## config.mk

```make
export PLATFORM = sky130hd
export DESIGN_NAME = topk_abs_tracker
export DESIGN_NICKNAME = d
export VERILOG_FILES = /design/src/rtl/topk_abs_tracker.sv
export SDC_FILE = /design/constraint.sdc
export NUM_CORES = 1
export LEC_CHECK = 0
export CORE_ASPECT_RATIO = 0.5
export CORE_MARGIN = 2
export CORE_UTILIZATION = 30
export DETAILED_ROUTE_END_ITERATION = 10
export SYNTH_ARGS = -nofsm -noshare
export SYNTH_HDL_FRONTEND = slang
export SYNTH_SLANG_ARGS = --single-unit
```

## constraint.sdc

```tcl
create_clock -name clk -period 6.1 [get_ports clk]
set_input_delay 0.915 -clock clk [delete_from_list [all_inputs] [get_ports clk]]
set_output_delay 0.915 -clock clk [all_outputs]
set_load 0.05 [all_outputs]
```

## src/rtl/topk_abs_tracker.sv

```systemverilog
// Streaming top-K tracker: keeps the K largest correlation keys of a sweep as a
// sorted (index, key) list, with skip support and a start/done handshake.
module topk_abs_tracker #(
  parameter int unsigned DATA_W   = 16,
  parameter int unsigned IDX_W    = 8,
  parameter int unsigned K        = 4,
  parameter int unsigned ABS_MODE = 1
) (
  input  logic                  clk,
  input  logic                  rst_n,
  input  logic                  start,
  input  logic                  in_valid,
  output logic                  in_ready,
  input  logic [DATA_W-1:0]     in_value,
  input  logic [IDX_W-1:0]      in_idx,
  input  logic                  in_skip,
  input  logic                  in_last,
  output logic                  busy,
  output logic                  done,
  output logic [K-1:0]          top_vld,
  output logic [K*IDX_W-1:0]    top_idx,
  output logic [K*DATA_W-1:0]   top_mag
);

  typedef enum logic [1:0] {IDLE, SCAN, DONE} state_t;

  // Flipping the sign bit turns a signed compare into an unsigned one.
  localparam logic [DATA_W-1:0] SIGN_BIT  = DATA_W'(1) << (DATA_W - 1);
  localparam logic [DATA_W-1:0] RANK_FLIP = (ABS_MODE != 0) ? '0 : SIGN_BIT;

  state_t              state, state_n;
  logic                accept;
  logic [DATA_W-1:0]   new_key;
  logic [K-1:0]        ge;
  logic [IDX_W-1:0]    idx_q [K];
  logic [DATA_W-1:0]   mag_q [K];
  logic                vld_q [K];

  assign accept = in_valid && in_ready && !start;

  // |value| fits DATA_W bits unsigned, so the most negative input maps cleanly.
  always_comb begin
    new_key = in_value;
    if ((ABS_MODE != 0) && in_value[DATA_W-1]) begin
      new_key = DATA_W'(~in_value) + DATA_W'(1);
    end
  end

  // Entries at or above the new key stay put; ties favour the earlier sample.
  always_comb begin
    ge = '0;
    for (int k = 0; k < K; k++) begin
      ge[k] = vld_q[k] && ((mag_q[k] ^ RANK_FLIP) >= (new_key ^ RANK_FLIP));
    end
  end

  always_comb begin
    state_n = state;
    case (state)
      IDLE:    if (start) state_n = SCAN;
      SCAN:    if (start) state_n = SCAN;
               else if (accept && in_last) state_n = DONE;
      DONE:    state_n = start ? SCAN : IDLE;
      default: state_n = IDLE;
    endcase
  end

  always_ff @(posedge clk or negedge rst_n) begin
    if (!rst_n) begin
      state    <= IDLE;
      in_ready <= 1'b0;
      busy     <= 1'b0;
      done     <= 1'b0;
    end else begin
      state    <= state_n;
      in_ready <= (state_n == SCAN);
      busy     <= (state_n == SCAN);
      done     <= (state_n == DONE);
    end
  end

  for (genvar g = 0; g < K; g++) begin : g_ent
    logic              above;
    logic              prev_vld;
    logic [IDX_W-1:0]  prev_idx;
    logic [DATA_W-1:0] prev_mag;

    if (g == 0) begin : g_head
      assign above    = 1'b1;
      assign prev_vld = 1'b0;
      assign prev_idx = '0;
      assign prev_mag = '0;
    end else begin : g_tail
      assign above    = ge[g-1];
      assign prev_vld = vld_q[g-1];
      assign prev_idx = idx_q[g-1];
      assign prev_mag = mag_q[g-1];
    end

    // Insertion point takes the new sample; entries below it shift down one.
    always_ff @(posedge clk or negedge rst_n) begin
      if (!rst_n) begin
        vld_q[g] <= 1'b0;
        idx_q[g] <= '0;
        mag_q[g] <= '0;
      end else if (start) begin
        vld_q[g] <= 1'b0;
        idx_q[g] <= '0;
        mag_q[g] <= '0;
      end else if (accept && !in_skip && !ge[g]) begin
        if (above) begin
          vld_q[g] <= 1'b1;
          idx_q[g] <= in_idx;
          mag_q[g] <= new_key;
        end else begin
          vld_q[g] <= prev_vld;
          idx_q[g] <= prev_idx;
          mag_q[g] <= prev_mag;
        end
      end
    end

    assign top_vld[g]                   = vld_q[g];
    assign top_idx[g*IDX_W +: IDX_W]    = idx_q[g];
    assign top_mag[g*DATA_W +: DATA_W]  = mag_q[g];
  end

endmodule

```

==> results by group, run 1 <==
Global route
  – Vias in the first global route: approximately 5500
  – GRT Util Overall: ~17%
  – Largest net degree at the start of global routing: 106
  – Total grt overflow: 0
  – Initial antenna violation count: 0
  – First-pass GRT wire length: ~33000 um

Place
  – Post-DP Area: 8520 um2
  – Dpl ws: 255 ps
  – Gpl congestion: 0.857
  – Dpl hpwl: around 15000 um
  – # port buffers: roughly 130
  – Placed Cells incl. Taps: about 1100

Route
  – DRC violations left: 0
  – Routed len/inst: 18.9 um
  – Vias per Instance: between 5 and 6
  – DRT iter0 DRCs: about 330
  – Vias: ~5500
  – ANT nets after route: 0
  – Routed wire length: just over 20000 um
  – Pre-antenna DRT Iters: 4

Timing
  – Final Skew: ~8 ps
  – Period Utilization, post-route: about 90%
  – Worst hold slack: ~500 ps
  – Highest clock rate: around 0.18 GHz
  – Setup slack after layout: 595 ps
  – Final slew viol count: 0
  – Final Hold Viols: 0
  – Setup-failing EPs final: 0
  – Worst slew pin tran: approximately 1300 ps
  – Slew HR: around 14%
  – RSZ-0062 raised after global routing: no
  – Setup TNS Final: 0 ps
  – Post-layout min period: about 5500 ps

Floorplanning
  – Number of I/O pins: between 100 and 150
  – Die width: 218 um
  – Full die area: ~24000 um2
  – Die Ht: about 110 um
  – Site row count: 39
  – Starting density of the core: between 30 and 40%
  – Core area: 22600 um2

Setup path
  – RR Endpoint: g_ent[3].prev_mag[4]$_DFFE_PN0P_
  – Worst setup startpoint: in_value[3]
  – Worst r2r path cells: 12
  – Flop2flop setup slack: roughly 2600 ps
  – Crit path DAT: a little under 6000 ps
  – Worst Path Max Fanout: 30
  – Last element of the critical path: g_ent[3].prev_mag[4]$_DFFE_PN0P_
  – Crit. End Element: flip-flop
  – Kind of critical path: in2reg
  – Worst R2R Start: g_ent[3].prev_mag[0]$_DFFE_PN0P_
  – CP Launch Type: input port
  – Required @ worst endpoint: 6380 ps

Final layout
  – Share of layout cells above drive strength 1: between 9 and 10%
  – Final #Nets: between 800 and 900
  – Area Growth Syn to Fin: 28.6%
  – Fin util: 39.1%
  – Final Cell Area: just under 9000 um2
  – Antenna cell count: 0
  – Fin cells: around 1100

Pwr
  – Tot Pwr: approximately 1.7 mW
  – Combinational power share: roughly a fifth
  – Clock network power share: between 30 and 40%
  – Pwr dens: 196 nW/um2
  – NetSw: roughly 530 uW
  – Maximum VDD drop: about 0.00014 V
  – Internal power: roughly 1.2 mW
  – Switching Share: between 30% and 40%
  – Static Leak: 3.96 nW
  – Flop pwr share: between 40% and 50%

Clock tree
  – CTS tree: done
  – Worst-path clk slew: around 70 ps
  – Clock root buffer: clkbuf_16
  – Hold buffers post-CTS: 0
  – TritonCTS buffer count: 9
  – PostCTS Resize Cnt: 0
  – Worst skew pair latency: 360 ps
  – Sink Count: about 100
  – Htree depth: 3
  – Maximum buffer depth of the clock tree: 2
  – Post-CTS Setup Repair Bufs: 0

Yosys
  – Yosys warnings: 0
  – Post-Synthesis Cells: roughly 650
  – Synth Cell Area: around 7000 um2
  – Post-Syn Nets: ~730
  – Synth async-reset ratio: between 90% and 100%
  – Distinct cells, synth: 66
  – Synth top area cells: dfrtp_1, mux2i_1, ha_1
  – Sequential-to-total area share from yosys stat: a little under two fifths
  – Post-synth EDFFs: 0
  – Top-count cell post-synth: mux2i_1
  – Area leader, netlist: dfrtp_1
  – Commonest cells post-synth: mux2i_1, dfrtp_1, ha_1
  – Synth Flop Type: dfrtp_1
  – Share of the synthesized area in the top cell type: 37.8%
  – Synth Register Bits: roughly 100
  – Syn avg cell area: 10.6 um2

Min path
  – HP Class: reg2reg

Status
  – Outcome: finished, final reports clean

Run
  – Max cap viols: 0
## flip-flops by register name, summed over array words and instances (netlist names)
name,cells
state,2
top_idx,8
top_mag,16
busy,1
g_ent.prev_vld,3
top_vld,1
g_ent.prev_mag,48
done,1
g_ent.prev_idx,24
## area by class of cell
| cell class | instances | area, um2 |
|---|---|---|
| clock buffers | 9 | 225 |
| repair buffers | 151 | 1480 |
| clock inverters | 7 | 100 |
| multi-input cells | 485 | 3960 |
| well taps | 307 | 384 |
| flip-flops and latches | 104 | 2600 |
| inverters | 26 | 97.6 |
| fillers | 2241 | 13800 |
## cell usage in the layout (no fill, tap or decap), drive strengths merged, types with 18 or more instances in the layout
cell type      netlist  final
mux2i              111    111
nand2               18     18
inv                 26     29
a21oi               20     20
o21ai               63     63
nand3b              45     45
nand2b              42     42
ha                  52     52
clkdlybuf4s50        0    130
dfrtp              104    104
buf                 22     21
## worst min path at each step
| stage | slack (ps) | endpoint | startpoint | depth (start not counted) |
|---|---|---|---|---|
| after floorplan | 460 | done$_DFF_PN0_ | state[1]$_DFF_PN0_ | 1 |
| after global placement | 470 | done$_DFF_PN0_ | state[1]$_DFF_PN0_ | 1 |
| after detailed placement | 490 | done$_DFF_PN0_ | state[1]$_DFF_PN0_ | 1 |
| after CTS | 500 | done$_DFF_PN0_ | state[1]$_DFF_PN0_ | 1 |
| after global routing | 530 | done$_DFF_PN0_ | state[1]$_DFF_PN0_ | 1 |
| final | 500 | done$_DFF_PN0_ | state[1]$_DFF_PN0_ | 1 |
## kinds of logic after synthesis
| family | synth area share [%] |
|---|---|
| and+or+nand+nor | 15.2 |
| AOI/OAI and AO/OA | 13.5 |
| muxes | 17.5 |
| DFF | 37.8 |
| buffers and inverters | 4.82 |
| adders and majority gates | 9.60 |
| xor gates and xnor gates | 1.65 |
## routing by layer
layer	global-route usage, %	wire (um)	part of all wire, %	vias up
li1	-	-	-	2638
met1	24.5	9830	48	2708
met2	27.9	9760	48	95
met3	3.21	770	3.7	12
met4	2.95	178	0.87	0
met5	0	0	0	-
## power groups by stage
stage	combinational [mW]	sequential [mW]	clock, mW
2_1_floorplan	0.171	0.789	0
3_3_place_gp	0.348	0.741	0
3_5_place_dp	0.352	0.742	0
4_1_cts	0.354	0.728	0.670
5_1_grt	0.384	0.731	0.702
6_report	0.352	0.727	0.653
## worst max-delay path, stage by stage
cell             delay, ps
clkdlybuf4s50_1        490
or3_4                  460
or3_1                  390
or3_2                  450
o31ai_1                260
xnor2_1                200
inv_1                  200
ha_1                   170
a21o_1                 110
a21o_1                 200
a31o_2                 140
o31ai_1                160
o31ai_4               1060
buf_4                  390
nand3b_1               100
o21ai_1                 80
No activity file was read; power rests on OpenSTA's default activity.
==> run 2, diff against run 1 <==
--- a/config.mk
+++ b/config.mk
@@ -9,6 +9,7 @@
 export CORE_MARGIN = 2
 export CORE_UTILIZATION = 30
 export DETAILED_ROUTE_END_ITERATION = 10
+export PLACE_DENSITY = 0.62
 export SYNTH_ARGS = -nofsm -noshare
 export SYNTH_HDL_FRONTEND = slang
 export SYNTH_SLANG_ARGS = --single-unit
==> run 2 against run 1 <==
  * Clock power rose by 4.0%
  * Non-clock buffer count fell by 1
  * Routed wire length rose by 0.19%
  * Critical path depth fell by 1
  * Critical endpoint is now g_ent[2].prev_mag[12]$_DFFE_PN0P_
==> results by group, run 2 (synthesis gave the netlist of run 1 again) <==
Status
  – Outcome: finished, final reports clean (unchanged)

Pwr
  – Tot Pwr: 1.76 mW (was 1.73 mW)
  – Static Leak: 3.95 nW (was 3.96 nW)
  – Flop pwr share: 41.3% (was 42.0%)
  – Internal power: 1.21 mW (was 1.20 mW)
  – Clock network power share: 38.5% (was 37.7%)
  – Switching Share: 31.3% (was 30.6%)
  – Maximum VDD drop: 0.000155 V (was 0.000137 V)
  – NetSw: 552 uW (was 530 uW)
  – Combinational power share: 20.2% (was 20.3%)
  – Pwr dens: 199 nW/um2 (was 196 nW/um2)

Setup path
  – Delay-heaviest family, CP: compound AO/OA/AOI/OAI gates (unchanged)
  – Crit-path slowest cell: a211oi_1 (was o31ai_4)
  – CP Launch Type: input port (unchanged)
  – CP Cell Sequence: clkdlybuf4s50_1, or3_4, or3_1, or3_2, o31ai_1, xnor2_1, inv_1, ha_1, a21o_1, a21o_1, or3_2, a211oi_1, o21ai_4, a211o_2, a21oi_1 (was clkdlybuf4s50_1, or3_4, or3_1, or3_2, o31ai_1, xnor2_1, inv_1, ha_1, a21o_1, a21o_1, a31o_2, o31ai_1, o31ai_4, buf_4, nand3b_1, o21ai_1)
  – Crit. End Element: flip-flop (unchanged)
  – Required @ worst endpoint: 6370 ps (was 6380 ps)
  – Crit path DAT: 5810 ps (was 5780 ps)
  – CP max stage delay: 570 ps (was 1060 ps)
  – Kind of critical path: in2reg (unchanged)
  – CP bufs+invs: 2 (was 3)
  – Worst Path Max Fanout: 32 (was 30)

Clock tree
  – CTS tree: done (unchanged)
  – Maximum buffer depth of the clock tree: 2 (unchanged)
  – Hold buffers post-CTS: 0 (unchanged)
  – Worst-path clk slew: 80 ps (was 70 ps)
  – Sink Count: 104 (unchanged)
  – Worst skew pair latency: 360 ps (about the same)
  – Clock root buffer: clkbuf_16 (unchanged)
  – TritonCTS buffer count: 9 (unchanged)
  – Htree depth: 3 (unchanged)
  – PostCTS Resize Cnt: 0 (unchanged)
  – Post-CTS Setup Repair Bufs: 0 (unchanged)

Timing
  – Setup-failing EPs final: 0 (unchanged)
  – Final slew viol count: 0 (unchanged)
  – Setup slack after layout: 553 ps (was 595 ps)
  – Setup TNS Final: 0 ps (unchanged)
  – Final Hold Viols: 0 (unchanged)
  – Worst hold slack: 492 ps (was 501 ps)
  – Slew HR: 23.7% (was 14.1%)
  – RSZ-0062 raised after global routing: no (unchanged)
  – Highest clock rate: 0.180 GHz (was 0.182 GHz)
  – Post-layout min period: 5550 ps (was 5500 ps)
  – Period Utilization, post-route: 90.9% (was 90.2%)
  – Worst slew pin tran: 1140 ps (was 1290 ps)
  – Final Skew: 13.5 ps (was 8.07 ps)

Final layout
  – Fin util: 39.0% (was 39.1%)
  – Most frequent cells in the layout: clkdlybuf4s50_1, mux2i_1, dfrtp_1 (unchanged)
  – Most common cell after layout, fill and taps aside: clkdlybuf4s50_1 (unchanged)
  – Antenna cell count: 0 (unchanged)
  – FILL cells: 2224 (was 2241)
  – Share of layout cells above drive strength 1: 8.96% (was 9.08%)
  – Area Growth Syn to Fin: 28.5% (was 28.6%)
  – Final #Nets: 858 (was 859)
  – Number of flip-flops in the largest register: 48 (unchanged)

Floorplanning
  – Number of I/O pins: 133 (unchanged)
  – Die width: 218 um (unchanged)
  – Core area: 22600 um2 (unchanged)
  – Full die area: 24200 um2 (unchanged)
  – Starting density of the core: 30.4% (unchanged)
  – Site row count: 39 (unchanged)
  – Die Ht: 111 um (unchanged)

Place
  – Dpl hpwl: 14500 um (was 14600 um)
  – # port buffers: 132 (unchanged)
  – Gpl congestion: 0.836 (was 0.857)
  – Dpl ws: 228 ps (was 255 ps)

Route
  – Routed len/inst: 18.9 um (about the same)
  – Vias per Instance: 5.05 (was 5.01)
  – Pre-antenna DRT Iters: 4 (unchanged)
  – Routed wire length: 20600 um (was 20500 um)
  – DRT iter0 DRCs: 353 (was 334)
  – ANT nets after route: 0 (unchanged)
  – DRC violations left: 0 (unchanged)
  – Vias: 5491 (was 5453)

Global route
  – Total grt overflow: 0 (unchanged)
  – Vias in the first global route: 5592 (was 5457)
  – GRT Util Overall: 17.1% (was 17.4%)
  – Largest net degree at the start of global routing: 106 (unchanged)
  – First-pass GRT wire length: 32700 um (about the same)
  – Initial antenna violation count: 0 (unchanged)

Run
  – Max cap viols: 0 (unchanged)

Min path
  – HP Class: reg2reg (unchanged)
run 2: cell type report:
class	count	area (um2)	share of cell area (%)
multi-input combinational	485	3960	44.8
timing repair buffer	150	1460	16.5
clock inverter	7	111	1.26
clock buffer	9	225	2.55
inverter	26	97.6	1.10
sequential	104	2600	29.4
tap	307	384	4.34
run 2: power by group through the flow:
stage | Combinational (mW) | Sequential [mW] | Clock (mW)
3_5_place_dp | 0.356 | 0.741 | 0
3_3_place_gp | 0.351 | 0.741 | 0
6_report | 0.355 | 0.728 | 0.679
2_1_floorplan | 0.171 | 0.789 | 0
4_1_cts | 0.357 | 0.728 | 0.689
5_1_grt | 0.386 | 0.730 | 0.713
run 2: per-stage QoR:
stage,area (um2),instances
floorplan,6880,652
global placement,8500,1072
detailed placement,8500,1072
CTS,8840,1088
global route,8840,1088
finish,8840,1088
run 2: routing by layer:
| metal | up-vias | GRT usage, % | wire (um) |
|---|---|---|---|
| li1 | 2629 | - | - |
| met1 | 2729 | 23.1 | 9490 |
| met2 | 103 | 28.7 | 9990 |
| met3 | 30 | 2.83 | 742 |
| met4 | 0 | 3.99 | 352 |
| met5 | - | 0 | 0 |
run 2: final timing paths:
kind                                                      to  slack [ps]                     from  cells past startpoint
setup / recovery           g_ent[2].prev_mag[12]$_DFFE_PN0P_         550              in_value[3]                     15
hold / removal                                done$_DFF_PN0_         490       state[1]$_DFF_PN0_                      1
setup reg to reg                     top_mag[57]$_DFFE_PN0P_        2710  top_mag[48]$_DFFE_PN0P_                     11
hold reg to reg                               done$_DFF_PN0_         490       state[1]$_DFF_PN0_                      1
max in group asynchronous  g_ent[1].prev_mag[13]$_DFFE_PN0P_        4310                    rst_n                      2
min in group asynchronous                     done$_DFF_PN0_         750                    rst_n                      1
==> run 3, diff against run 2 <==
--- a/config.mk
+++ b/config.mk
@@ -10,6 +10,8 @@
 export CORE_UTILIZATION = 30
 export DETAILED_ROUTE_END_ITERATION = 10
 export PLACE_DENSITY = 0.62
+export SETUP_SLACK_MARGIN = 0.05
+export SLEW_MARGIN = 25
 export SYNTH_ARGS = -nofsm -noshare
 export SYNTH_HDL_FRONTEND = slang
 export SYNTH_SLANG_ARGS = --single-unit
==> run 3 against run 2 <==
  * Register-to-register slack worse by 60 ps
  * Design area grew 0.52%
  * Critical path depth stayed put
  * Clock power is 7.7% lower
  * Global-route usage barely moved
  * Highest routed layer unchanged
  * Routed wire length barely moved
  * Fmax rose by 0.61%
  * Final cell count grew 0.28%
  * First-iteration DRC count increased by 1.4%
  * Clock skew grew 5.6 ps
==> results by group, run 3 (synthesis gave the netlist of run 1 again) <==
Status
  – Outcome: finished, final reports clean (unchanged)

Clock tree
  – Worst skew pair latency: 350 ps (was 360 ps)
  – Worst-path clk slew: 80 ps (about the same)
  – Sink Count: 104 (unchanged)
  – Clock root buffer: clkbuf_16 (unchanged)
  – Htree depth: 3 (unchanged)
  – PostCTS Resize Cnt: 0 (unchanged)
  – Post-CTS Setup Repair Bufs: 0 (unchanged)
  – TritonCTS buffer count: 9 (unchanged)
  – Hold buffers post-CTS: 0 (unchanged)
  – Maximum buffer depth of the clock tree: 2 (unchanged)
  – CTS tree: done (unchanged)

Timing
  – Final Hold Viols: 0 (unchanged)
  – Setup slack after layout: 586 ps (was 553 ps)
  – Post-layout min period: 5510 ps (was 5550 ps)
  – Setup-failing EPs final: 0 (unchanged)
  – Period Utilization, post-route: 90.4% (was 90.9%)
  – Highest clock rate: 0.181 GHz (was 0.180 GHz)
  – Worst slew pin tran: 1040 ps (was 1140 ps)
  – Setup TNS Final: 0 ps (unchanged)
  – RSZ-0062 raised after global routing: no (unchanged)
  – Final slew viol count: 0 (unchanged)
  – Slew HR: 30.8% (was 23.7%)
  – Worst hold slack: 492 ps (about the same)
  – Final Skew: 19.1 ps (was 13.5 ps)

Floorplanning
  – Number of I/O pins: 133 (unchanged)
  – Die width: 218 um (unchanged)
  – Die Ht: 111 um (unchanged)
  – Full die area: 24200 um2 (unchanged)
  – Site row count: 39 (unchanged)
  – Starting density of the core: 30.4% (unchanged)
  – Core area: 22600 um2 (unchanged)

Route
  – Routed len/inst: 18.9 um (about the same)
  – ANT nets after route: 0 (unchanged)
  – Vias per Instance: 5.07 (was 5.05)
  – DRC violations left: 0 (unchanged)
  – Vias: 5526 (was 5491)
  – Pre-antenna DRT Iters: 5 (was 4)
  – DRT iter0 DRCs: 358 (was 353)
  – Routed wire length: 20600 um (about the same)

Setup path
  – CP Launch Type: input port (unchanged)
  – Required @ worst endpoint: 6360 ps (was 6370 ps)
  – Kind of critical path: in2reg (unchanged)
  – Crit. End Element: flip-flop (unchanged)
  – Crit path DAT: 5780 ps (was 5810 ps)
  – Worst Path Max Fanout: 32 (unchanged)
  – Worst setup startpoint: in_value[3] (unchanged)
  – Worst R2R Start: top_mag[48]$_DFFE_PN0P_ (unchanged)

Final layout
  – Final Cell Area: 8890 um2 (was 8840 um2)
  – Share of layout cells above drive strength 1: 9.44% (was 8.96%)
  – Final #Nets: 861 (was 858)
  – Area Growth Syn to Fin: 29.1% (was 28.5%)
  – FILL cells: 2271 (was 2224)
  – Most common cell after layout, fill and taps aside: clkdlybuf4s50_1 (unchanged)
  – Number of flip-flops in the largest register: 48 (unchanged)
  – Register area: 2600 um2 (unchanged)
  – Multi-input gate area: 3960 um2 (about the same)
  – Most frequent cells in the layout: clkdlybuf4s50_1, mux2i_1, dfrtp_1 (unchanged)
  – Antenna cell count: 0 (unchanged)

Run
  – Max cap viols: 0 (unchanged)

Global route
  – GRT Util Overall: 17.1% (about the same)
  – Initial antenna violation count: 0 (unchanged)
  – Total grt overflow: 0 (unchanged)
  – Vias in the first global route: 5642 (was 5592)
  – Largest net degree at the start of global routing: 106 (unchanged)
  – First-pass GRT wire length: 32700 um (about the same)

Place
  – # port buffers: 132 (unchanged)
  – Dpl ws: 206 ps (was 228 ps)
  – Dpl hpwl: 14700 um (was 14500 um)
  – Post-DP Area: 8560 um2 (was 8500 um2)
  – Gpl congestion: 0.836 (unchanged)

Pwr
  – Static Leak: 3.98 nW (was 3.95 nW)
  – Maximum VDD drop: 0.000131 V (was 0.000155 V)
  – Pwr dens: 193 nW/um2 (was 199 nW/um2)

Min path
  – HP Class: in2async (was reg2reg)
==> run 3: changes by cell type in the layout (fill, tap and decap cells not counted), sizes merged <==
cell / change
buf: +3
bufinv: -1
clkinv: +1
==> run 3: report_power, final <==
group          internal [mW]  switching (mW)
logic                  0.137           0.224
registers              0.706          0.0218
clock network          0.330           0.297
total                   1.17           0.543
==> run 3: worst paths after layout <==
kind                                                endpoint  slack (ps)  cells past startpoint
setup / recovery           g_ent[2].prev_mag[12]$_DFFE_PN0P_         590                     15
hold / removal                                done$_DFF_PN0_         490                      1
setup reg to reg                     top_mag[57]$_DFFE_PN0P_        2650                     12
hold reg to reg                               done$_DFF_PN0_         490                      1
max in group asynchronous  g_ent[1].prev_mag[13]$_DFFE_PN0P_        4530                      3
min in group clk                              done$_DFF_PN0_         490                      1
==> run 3: cell type report <==
type                            instances  area share [%]
Clock buffer                            9            2.53
Clock inverter                          7           0.971
Inverter                               26            1.10
Multi-Input combinational cell        485            44.6
Sequential cell                       104            29.3
Tap cell                              307            4.32
Timing Repair Buffer                  153            17.2
==> run 3: worst max-delay path, cell delays in order <==
cell	delay, ps
clkdlybuf4s50_1	490
or3_4	460
or3_1	390
or3_2	450
o31ai_1	260
xnor2_1	240
inv_1	110
ha_1	190
a21o_1	150
a21o_1	210
or3_2	410
a211oi_1	590
o21ai_4	360
a211o_2	400
a21oi_1	130
==> run 3: per-layer routing <==
layer	wire length [um]	global-route usage, %	up-vias
li1	-	-	2633
met1	9450	22.5	2751
met2	9940	28.4	109
met3	710	3.26	33
met4	474	5.26	0
met5	0	0	-
==> run 3: per-stage QoR <==
stage / power (mW) / utilization [%] / instances
after CTS: 1.74 / 39.2 / 1090
after global routing: 1.79 / 39.3 / 1091
final: 1.72 / 39.3 / 1091
after floorplan: 0.960 / - / 652
after global placement: 1.09 / 37.6 / 1072
after detailed placement: 1.10 / 37.8 / 1074
